`config.mk`:
```
export PLATFORM = sky130hd
export DESIGN_NAME = exu_muldiv_ctrl
export DESIGN_NICKNAME = d
export VERILOG_FILES = /design/src/rtl/exu_muldiv_ctrl_pkg.sv /design/src/rtl/exu_muldiv_ctrl_step.sv /design/src/rtl/exu_muldiv_ctrl.sv
export SDC_FILE = /design/constraint.sdc
export NUM_CORES = 1
export LEC_CHECK = 0
export ABC_AREA = 1
export CAP_MARGIN = 20
export CORE_MARGIN = 10
export CORE_UTILIZATION = 40
export DETAILED_ROUTE_END_ITERATION = 10
export GPL_TIMING_DRIVEN = 0
export PLACE_DENSITY = 0.69
export SETUP_SLACK_MARGIN = 0.2
export SLEW_MARGIN = 20
export SYNTH_ARGS = -nofsm -noshare
export SYNTH_HDL_FRONTEND = slang
export SYNTH_HIERARCHICAL = 1
export SYNTH_SLANG_ARGS = --single-unit
```
`constraint.sdc`:
```
create_clock -name clk -period 4.8 [get_ports clk]
set_input_delay 0.96 -clock clk [delete_from_list [all_inputs] [get_ports clk]]
set_output_delay 0.96 -clock clk [all_outputs]
set_load 0.05 [all_outputs]
```
`src/rtl/exu_muldiv_ctrl_pkg.sv`:
```
// Shared types and constants for the RV32M iterative multiply/divide unit.
// Info-bus field indices, FSM states and result-select codes.
package exu_muldiv_ctrl_pkg;

  localparam int MD_XLEN              = 32;
  localparam int RFIDX_WIDTH          = 5;
  localparam int DECINFO_MULDIV_WIDTH = 8;

  localparam int DECINFO_MULDIV_MUL    = 0;
  localparam int DECINFO_MULDIV_MULH   = 1;
  localparam int DECINFO_MULDIV_MULHSU = 2;
  localparam int DECINFO_MULDIV_MULHU  = 3;
  localparam int DECINFO_MULDIV_DIV    = 4;
  localparam int DECINFO_MULDIV_DIVU   = 5;
  localparam int DECINFO_MULDIV_REM    = 6;
  localparam int DECINFO_MULDIV_REMU   = 7;

  typedef enum logic [1:0] {
    MULDIV_ST_IDLE,
    MULDIV_ST_EXEC,
    MULDIV_ST_FIXUP,
    MULDIV_ST_WBCK
  } muldiv_st_e;

  typedef enum logic [1:0] {
    RES_LO,
    RES_HI,
    RES_QUO,
    RES_REM
  } res_sel_e;

endpackage

```
`src/rtl/exu_muldiv_ctrl_step.sv`:
```
// One radix-2 iteration: shift-add for multiply (acc = {hi, multiplier}),
// restoring subtract for divide (acc = {remainder, dividend/quotient}).
module exu_muldiv_ctrl_step #(
  parameter int XLEN = 32
) (
  input  logic              is_mul_i,
  input  logic [2*XLEN-1:0] acc_i,
  input  logic [XLEN-1:0]   b_i,
  output logic [2*XLEN-1:0] acc_o
);

  logic [XLEN:0] sum;
  logic [XLEN:0] top;
  logic [XLEN:0] diff;

  // Both families evaluated; the op class picks one.
  always_comb begin
    sum  = {1'b0, acc_i[2*XLEN-1:XLEN]};
    if (acc_i[0]) sum = sum + {1'b0, b_i};
    top  = acc_i[2*XLEN-1:XLEN-1];
    diff = top - {1'b0, b_i};
    if (is_mul_i)
      acc_o = {sum, acc_i[XLEN-1:1]};
    else if (!diff[XLEN])
      acc_o = {diff[XLEN-1:0], acc_i[XLEN-2:0], 1'b1};
    else
      acc_o = {acc_i[2*XLEN-2:0], 1'b0};
  end

endmodule

```
`src/rtl/exu_muldiv_ctrl.sv`:
```
// Iterative RV32M mul/div sequencer: IDLE -> EXEC -> FIXUP -> WBCK.
// Optional MULDIV_B2B_EN reuses the last raw result for a paired op.
module exu_muldiv_ctrl
  import exu_muldiv_ctrl_pkg::*;
#(
  parameter int XLEN   = MD_XLEN,
  parameter int INFO_W = DECINFO_MULDIV_WIDTH
) (
  input  logic                   clk,
  input  logic                   rst_n,
  input  logic                   i_valid,
  output logic                   o_ready,
  input  logic [INFO_W-1:0]      i_info,
  input  logic [XLEN-1:0]        i_rs1,
  input  logic [XLEN-1:0]        i_rs2,
  input  logic [RFIDX_WIDTH-1:0] i_rdidx,
  input  logic                   i_flush,
  output logic                   o_busy,
  output logic                   o_wbck_valid,
  input  logic                   i_wbck_ready,
  output logic [XLEN-1:0]        o_wbck_wdat,
  output logic [RFIDX_WIDTH-1:0] o_wbck_rdidx
);

  localparam int CNT_W = $clog2(XLEN) + 1;
  localparam logic [CNT_W-1:0] CNT_LAST = CNT_W'(XLEN - 1);
  localparam logic [XLEN-1:0] SMIN = {1'b1, {(XLEN-1){1'b0}}};

  muldiv_st_e             st_q, st_d;
  logic [CNT_W-1:0]       cnt_q, cnt_d;
  logic                   is_mul_q, neg_q;
  res_sel_e               sel_q, sel_d;
  logic [2*XLEN-1:0]      acc_q, acc_nxt, acc_init, prod;
  logic [XLEN-1:0]        b_q, wdat_q, res, spec_res;
  logic [RFIDX_WIDTH-1:0] rdidx_q;

  logic op_mul, op_mulh, op_mulhsu, op_mulhu;
  logic op_div, op_divu, op_rem, op_remu;
  logic is_mul, rs1_sgn, rs2_sgn, a_neg, b_neg, neg_d;
  logic div0, ovf, special, accept, hit;
  logic [XLEN-1:0] a_abs, b_abs;

  assign op_mul    = i_info[DECINFO_MULDIV_MUL];
  assign op_mulh   = i_info[DECINFO_MULDIV_MULH];
  assign op_mulhsu = i_info[DECINFO_MULDIV_MULHSU];
  assign op_mulhu  = i_info[DECINFO_MULDIV_MULHU];
  assign op_div    = i_info[DECINFO_MULDIV_DIV];
  assign op_divu   = i_info[DECINFO_MULDIV_DIVU];
  assign op_rem    = i_info[DECINFO_MULDIV_REM];
  assign op_remu   = i_info[DECINFO_MULDIV_REMU];

  // MUL's low half is sign-agnostic, so it shares MULH's signed class.
  assign is_mul  = op_mul | op_mulh | op_mulhsu | op_mulhu;
  assign rs1_sgn = op_mul | op_mulh | op_mulhsu | op_div | op_rem;
  assign rs2_sgn = op_mul | op_mulh | op_div | op_rem;
  assign a_neg   = rs1_sgn & i_rs1[XLEN-1];
  assign b_neg   = rs2_sgn & i_rs2[XLEN-1];
  assign a_abs   = a_neg ? -i_rs1 : i_rs1;
  assign b_abs   = b_neg ? -i_rs2 : i_rs2;
  assign neg_d   = (op_rem | op_remu) ? a_neg : (a_neg ^ b_neg);

  assign div0    = ~is_mul & (i_rs2 == '0);
  assign ovf     = (op_div | op_rem) & (i_rs1 == SMIN) & (&i_rs2);
  assign special = div0 | ovf;
  assign accept  = i_valid & o_ready;

  // Result class decoded from the one-hot info bus.
  always_comb begin
    sel_d = RES_LO;
    unique case (1'b1)
      op_mul:                        sel_d = RES_LO;
      op_mulh, op_mulhsu, op_mulhu:  sel_d = RES_HI;
      op_div, op_divu:               sel_d = RES_QUO;
      op_rem, op_remu:               sel_d = RES_REM;
      default:                       sel_d = RES_LO;
    endcase
  end

  // Short-circuit results for divide-by-zero and signed overflow.
  always_comb begin
    spec_res = '0;
    if (div0)
      spec_res = (op_div | op_divu) ? '1 : i_rs1;
    else if (op_div)
      spec_res = SMIN;
  end

`ifdef MULDIV_B2B_EN
  logic [2:0]        cls_d, cls_q, b2b_cls_q;
  logic [XLEN-1:0]   rs1_q, rs2_q, b2b_rs1_q, b2b_rs2_q;
  logic [2*XLEN-1:0] b2b_acc_q;
  logic              b2b_vld_q;

  assign cls_d = {is_mul, rs1_sgn, rs2_sgn};
  assign hit   = b2b_vld_q & (b2b_cls_q == cls_d) &
                 (b2b_rs1_q == i_rs1) & (b2b_rs2_q == i_rs2);
  assign acc_init = hit ? b2b_acc_q : {{XLEN{1'b0}}, a_abs};

  // Capture tags on accept; keep the raw result once FIXUP is reached.
  always_ff @(posedge clk or negedge rst_n) begin
    if (!rst_n) begin
      cls_q     <= '0;
      rs1_q     <= '0;
      rs2_q     <= '0;
      b2b_cls_q <= '0;
      b2b_rs1_q <= '0;
      b2b_rs2_q <= '0;
      b2b_acc_q <= '0;
      b2b_vld_q <= 1'b0;
    end else if (i_flush) begin
      b2b_vld_q <= 1'b0;
    end else begin
      if (accept) begin
        cls_q <= cls_d;
        rs1_q <= i_rs1;
        rs2_q <= i_rs2;
      end
      if (st_q == MULDIV_ST_FIXUP) begin
        b2b_vld_q <= 1'b1;
        b2b_cls_q <= cls_q;
        b2b_rs1_q <= rs1_q;
        b2b_rs2_q <= rs2_q;
        b2b_acc_q <= acc_q;
      end
    end
  end
`else
  assign hit      = 1'b0;
  assign acc_init = {{XLEN{1'b0}}, a_abs};
`endif

  exu_muldiv_ctrl_step #(.XLEN(XLEN)) u_step (
    .is_mul_i (is_mul_q),
    .acc_i    (acc_q),
    .b_i      (b_q),
    .acc_o    (acc_nxt)
  );

  // Sign correction and half/quotient/remainder selection.
  always_comb begin
    prod = neg_q ? -acc_q : acc_q;
    res  = '0;
    unique case (sel_q)
      RES_LO:  res = prod[XLEN-1:0];
      RES_HI:  res = prod[2*XLEN-1:XLEN];
      RES_QUO: res = neg_q ? -acc_q[XLEN-1:0] : acc_q[XLEN-1:0];
      RES_REM: res = neg_q ? -acc_q[2*XLEN-1:XLEN]
                           : acc_q[2*XLEN-1:XLEN];
      default: res = '0;
    endcase
  end

  assign cnt_d = (st_q == MULDIV_ST_EXEC && !i_flush && cnt_q != CNT_LAST)
               ? cnt_q + 1'b1 : '0;

  // State and iteration counter.
  always_ff @(posedge clk or negedge rst_n) begin
    if (!rst_n) begin
      st_q  <= MULDIV_ST_IDLE;
      cnt_q <= '0;
    end else begin
      st_q  <= st_d;
      cnt_q <= cnt_d;
    end
  end

  // Next-state; flush overrides everything.
  always_comb begin
    st_d = st_q;
    if (i_flush) begin
      st_d = MULDIV_ST_IDLE;
    end else begin
      unique case (st_q)
        MULDIV_ST_IDLE:
          if (i_valid)
            st_d = special ? MULDIV_ST_WBCK :
                   hit     ? MULDIV_ST_FIXUP : MULDIV_ST_EXEC;
        MULDIV_ST_EXEC:
          if (cnt_q == CNT_LAST) st_d = MULDIV_ST_FIXUP;
        MULDIV_ST_FIXUP:
          st_d = MULDIV_ST_WBCK;
        MULDIV_ST_WBCK:
          if (i_wbck_ready) st_d = MULDIV_ST_IDLE;
        default:
          st_d = MULDIV_ST_IDLE;
      endcase
    end
  end

  // Handshake outputs; a flush also masks a pending writeback.
  always_comb begin
    o_ready      = (st_q == MULDIV_ST_IDLE) & ~i_flush;
    o_busy       = (st_q != MULDIV_ST_IDLE);
    o_wbck_valid = (st_q == MULDIV_ST_WBCK) & ~i_flush;
  end

  // Operand capture, iteration and result register.
  always_ff @(posedge clk or negedge rst_n) begin
    if (!rst_n) begin
      rdidx_q  <= '0;
      is_mul_q <= 1'b0;
      neg_q    <= 1'b0;
      sel_q    <= RES_LO;
      b_q      <= '0;
      acc_q    <= '0;
      wdat_q   <= '0;
    end else if (accept) begin
      rdidx_q  <= i_rdidx;
      is_mul_q <= is_mul;
      neg_q    <= neg_d;
      sel_q    <= sel_d;
      b_q      <= b_abs;
      acc_q    <= acc_init;
      if (special) wdat_q <= spec_res;
    end else if (st_q == MULDIV_ST_EXEC) begin
      acc_q <= acc_nxt;
    end else if (st_q == MULDIV_ST_FIXUP && !i_flush) begin
      wdat_q <= res;
    end
  end

  assign o_wbck_wdat  = wdat_q;
  assign o_wbck_rdidx = rdidx_q;

endmodule

```
* Word level (Yosys, flattened, before mapping)
Index checks and enable logic that the tools add are counted.
** Cells by class
- $add $sub $neg :: 8
- Reductions and logical operators :: 16
- Muxes and demuxes :: 27
- Equality and inequality tests :: 14
- Bitwise logic cells :: 22
** Operators by type and width (count)
- $mux W32 :: 11
- $mux W64 :: 5
- $neg A32 Y32 :: 4
- $pmux W32 S4 :: 1
- $neg A64 Y64 :: 1
- $add A32 B32 Y33 :: 1
- $mux W33 :: 1
- $sub A33 B32 Y33 :: 1
- $eq A32 B32 Y1 const B :: 1
- $logic_not A32 Y1 :: 1
- $reduce_and A32 Y1 :: 1
- $or A1 B1 Y1 :: 11
- $mux W2 :: 5
- $and A1 B1 Y1 :: 8
- $eq A2 B2 Y1 const B :: 4
- $pmux W2 S4 :: 1
- $add A6 B1 Y6 const B :: 1
- $eq A6 B5 Y1 const B :: 1
- $mux W6 :: 1
- $ne A3 B3 Y1 const B :: 2
- $ne A6 B5 Y1 const B :: 1
- $pmux W2 S3 :: 1
- $reduce_and A3 Y1 :: 2
- $reduce_bool A2 Y1 :: 3
- other kinds (11) :: 18
** Word-level totals
- Output and inout port bits :: 40
- Input bits :: 82
- Register bits after elaboration :: 145
- Word-level logic and storage cells :: 96

* Depth between registers and ports, before layout
Gate-level depths: netlist of run 1.
- Depth after elaboration :: 10
- Gate-level depth with buffers :: 21
- Mapped depth without buffers :: 20

* By module
The synthesis of run 1 kept the hierarchy.
** By module, submodules not included
- exu_muldiv_ctrl :: sequential area each 3628.5 um^2, cells an instance 1843, times used 1, area each 11531.1 um^2
- exu_muldiv_ctrl_step :: sequential area each 0.0 um^2, cells an instance 1303, times used 1, area each 6157.2 um^2

* Worst setup path before layout of run 1
No wires, ideal clock.
- Path type :: input -> register
- From :: input i_flush
- To :: register acc_q[39]
- Slack :: 1.999 ns
- Data arrival time :: 2.682 ns
- Stages :: 8
- Path buffers :: 2
- Cells stage by stage :: nor2_1 nand2_1 buf_2 nand2_1 clkbuf_1 nor2_1 a31oi_1 inv_1
** On the way
- Longest elaborated chain between the ends :: 4
** Ends and longest elaborated chain
- start, declared :: RTL line exu_muldiv_ctrl.sv:17 : input logic i_flush,
- $not A1 Y1 * :: RTL line exu_muldiv_ctrl.sv:192 : o_ready = (st_q == MULDIV_ST_IDLE) & ~i_flush;
- $and A1 B1 Y1 * :: RTL line exu_muldiv_ctrl.sv:192
- $and A1 B1 Y1 * :: RTL line exu_muldiv_ctrl.sv:65 : assign accept = i_valid & o_ready;
- $mux W64 or $reduce_bool A2 Y1 (tied branches)
- end signal, assigned :: RTL line exu_muldiv_ctrl.sv:213 : acc_q <= acc_init;
- end signal, assigned :: RTL line exu_muldiv_ctrl.sv:216 : acc_q <= acc_nxt;
- end, declared :: RTL line exu_muldiv_ctrl.sv:33 : logic [2*XLEN-1:0] acc_q, acc_nxt, acc_init, prod;
Every way passes the cells marked *; elsewhere a longest branch is shown, timed or not.
A chain may end at the register's enable or synchronous reset.

* Final worst setup path of run 1
- From :: input i_rs1[0]
- To :: register wdat_q[17], in the netlist o_wbck_wdat[17]
** On the way
- Longest elaborated chain between the ends :: 6
** Ends and longest elaborated chain
- start, declared :: RTL line exu_muldiv_ctrl.sv:14 : input logic [XLEN-1:0] i_rs1,
- $eq A32 B32 Y1 :: RTL line exu_muldiv_ctrl.sv:63 : assign ovf = (op_div | op_rem) & (i_rs1 == SMIN) & (&i_rs2);
- $and A1 B1 Y1 (2 in series) :: RTL line exu_muldiv_ctrl.sv:63
- $or A1 B1 Y1 :: RTL line exu_muldiv_ctrl.sv:64 : assign special = div0 | ovf;
- $ne A2 B2 Y1 (no source line)
- $reduce_and A3 Y1 (no source line)
- end signal, assigned :: RTL line exu_muldiv_ctrl.sv:214 : if (special) wdat_q <= spec_res;
- end signal, assigned :: RTL line exu_muldiv_ctrl.sv:218 : wdat_q <= res;
- end, declared :: RTL line exu_muldiv_ctrl.sv:34 : logic [XLEN-1:0] b_q, wdat_q, res, spec_res;
Every way passes these cells.

==> metrics.cfg, run 1 <==
[routing]
dr.pass1.iters=6
num_vias=21400
drc=0
drtAntennaViolNets=0
drt_iter0_markers=2753
wire_per_inst_microns=21.0
wl_mm=81.8
via_per_inst=5.50

[clocking]
ctsLongestPathBuffers=2
cts_tree=built
post_cts.repair.setup_buffers=0
cts.clk_slew.worst_paths_ps=70
ctsHoldBuffers=0
cts_made_buffers=17
cts.sinks=145
clkLatencyLatePin_ps=500
ctsResizeCount=0
clock-root-buffer=clkbuf_16
cts_max_level=4

[floorplan]
coreArea_sq_mm=0.0434
die_area_sq_mm=0.0530
die_w_microns=230
initial_core_util=0.408
rows=76
io_pins=122
die_height_microns=230

[placement]
placedInstanceArea_sq_mm=0.0197
dp.cells=3853
io_buffers=121
hpwl_mm=68.3
gp_congestion=1.02

[timing]
min_period_ps=3720
max_clock_freq_mhz=269
worstMarginPinSlew_ps=972
slew_headroom=0.347
post-route-period-util=0.775
slew_violations=0
final-hold-violation-count=0
holdWs_ps=401
setup_viol=0
skew_ps=16.1
rsz0062_at_grt=false

[synthesis]
synth_ff_type=dfrtp_1
syn_inst=3146
syn_area_per_cell_sq_um=5.62
synth_cell_type_count=50
ys_warn_count=6
synth_seq_area_share=0.205
synth-async-reset-ratio=1.00
synth_edf_count=0
synth_seq_cells=145
syn-num-nets=3305
synthesis.area_sq_mm=0.0177

[critical_path]
critical_path_class=in2reg
critPathLaunchType=input pin
reg2reg_slack_ps=1640
crit_required_ps=5230
cp-end-kind=flop
cp.arrival_ps=4150
crit_fanout=10

[run_status]
status=completed

[global_route]
grtUsageTotal=0.301
antenna_found_initial=1
overflow=0
grt_max_degree=81
grt_first_pass_wirelength_mm=121
grt_pass1_vias=19600

[run]
max-cap-violations=0

[finish]
layout_commonest_cell=nand2_1
areaGrowthSynthToFinish_pct=14.7
final_cell_mix=1,050 x nand2_1, 447 x inv_1, 376 x nor2_1, 256 x nand3_1, 178 x o21ai_0
drive_above_1_share=0.0370
nets=3446
final_area_sq_mm=0.0203
final_cells=3887

[pwr]
leakagePower_nw=10.6
p_total_mw=15.5
power_density_mw_per_mm2=765
ir_drop_mv=0.438

[worst_hold_path]
hp-class=in2async

==> power by group <==
part	switching (mW)	internal, mW	total (mW)
logic	7.93	3.48	11.4
registers	0.929	1.75	2.68
clock network	0.681	0.749	1.43
total	9.54	5.98	15.5
==> cells in the mapped netlist, drive strengths merged (2+ instances only) <==
cell / count / area (sq um)
a21boi: 12 / 90.1
a21o: 4 / 30.0
a21oi: 157 / 805
a22oi: 2 / 15.0
a31oi: 39 / 244
and2: 7 / 43.8
and3: 2 / 12.5
buf: 37 / 214
clkbuf: 62 / 233
dfrtp: 145 / 3630
fa: 2 / 40.0
ha: 75 / 938
inv: 455 / 1710
nand2: 1066 / 4090
nand3: 262 / 1340
nand3b: 7 / 52.6
nand4: 40 / 250
nor2: 391 / 1520
nor3: 26 / 163
nor4: 5 / 37.5
o2111ai: 4 / 35.0
o211ai: 30 / 225
o21a: 3 / 22.5
o21ai: 193 / 973
o21bai: 7 / 52.6
o221ai: 6 / 52.6
o22ai: 12 / 75.1
o31ai: 4 / 30.0
or2: 8 / 50.1
xnor2: 29 / 254
xor2: 52 / 455
==> worst max-delay path: stages <==
cell,delay [ps]
clkdlybuf4s50_1,440
inv_1,280
ha_1,380
inv_2,90
nor3_4,180
inv_1,80
nor2_2,170
nand2_1,70
nor2_1,260
nand3b_1,140
nand3_1,100
nand3_2,240
buf_2,290
a21oi_1,280
nand2_1,100
nand2_1,80
==> worst paths after layout <==
kind	from	end	cells past startpoint
worst min-delay path	rst_n	o_wbck_wdat[24]	1
worst max register to register	acc_q[31]	acc_q[63]	19
max in group asynchronous	rst_n	b_q[14]	2
worst max-delay path	i_rs1[0]	o_wbck_wdat[17]	16
worst min register to register	cnt_q[0]	cnt_q[0]	1
min in group clk	cnt_q[0]	cnt_q[0]	1
==> layer usage <==
metal | track usage | vias up | share of wire | wire length, microns
met5 | 0 | - | 0 | 0
met4 | 0.122 | 0 | 0.041 | 3350
met3 | 0.0475 | 151 | 0.090 | 7370
met2 | 0.448 | 1020 | 0.42 | 34500
met1 | 0.424 | 9890 | 0.45 | 36500
li1 | - | 10300 | - | -
==> per-stage QoR <==
| step | TNS (ps) | utilization | worst slack (ps) |
|---|---|---|---|
| final | 0 | 0.468 | 1080 |
| after global routing | 0 | 0.468 | 956 |
| after floorplan | 0 | - | 2000 |
| after CTS | 0 | 0.468 | 1160 |
| after detailed placement | 0 | 0.453 | 658 |
| after global placement | -496240 | 0.453 | -3460 |
==> state kept, by name (all words and copies together), names as in the netlist <==
name and flops:
st_q 2, neg_q 1, b_q 32, is_mul_q 1, o_wbck_rdidx 5, sel_q 2
o_wbck_wdat 32, acc_q 64, cnt_q 6
==> cell type report <==
type / instances / area, sq um
Sequential cell: 145 / 3630
Clock inverter: 15 / 189
Tap cell: 585 / 732
Multi-Input combinational cell: 2446 / 11900
Buffer: 99 / 447
Clock buffer: 17 / 425
Fill cell: 4872 / 23100
Inverter: 456 / 1710
Timing Repair Buffer: 122 / 1240
Antenna cell: 2 / 5.00
==> cells by family after synthesis <==
group / share of synthesized area
DFF: 0.205
buffers and inverters: 0.122
adders and majority gates: 0.0553
AOI/OAI and AO/OA: 0.150
xor gates and xnor gates: 0.0401
and+or+nand+nor: 0.428
(Power assumes the default switching activity.)
==> inputs of run 2 (changes only) <==
==> constraint.sdc (replaced) <==
create_clock -name clk -period 3.9 [get_ports clk]
set_input_delay 0.78 -clock clk [delete_from_list [all_inputs] [get_ports clk]]
set_output_delay 0.78 -clock clk [all_outputs]
set_load 0.05 [all_outputs]
==> results of run 2 <==
Same layout as run 1 (identical final DEF). Status: completed.
Among the figures that moved: setup slack after placement 658 ps -> -62.3 ps; setup slack after layout 1080 ps -> 359 ps; hold slack 401 ps -> 221 ps; register-to-register setup slack 1640 ps -> 740 ps; total power 15.5 mW -> 19.1 mW; worst IR drop on VDD 0.438 mV -> 0.539 mV
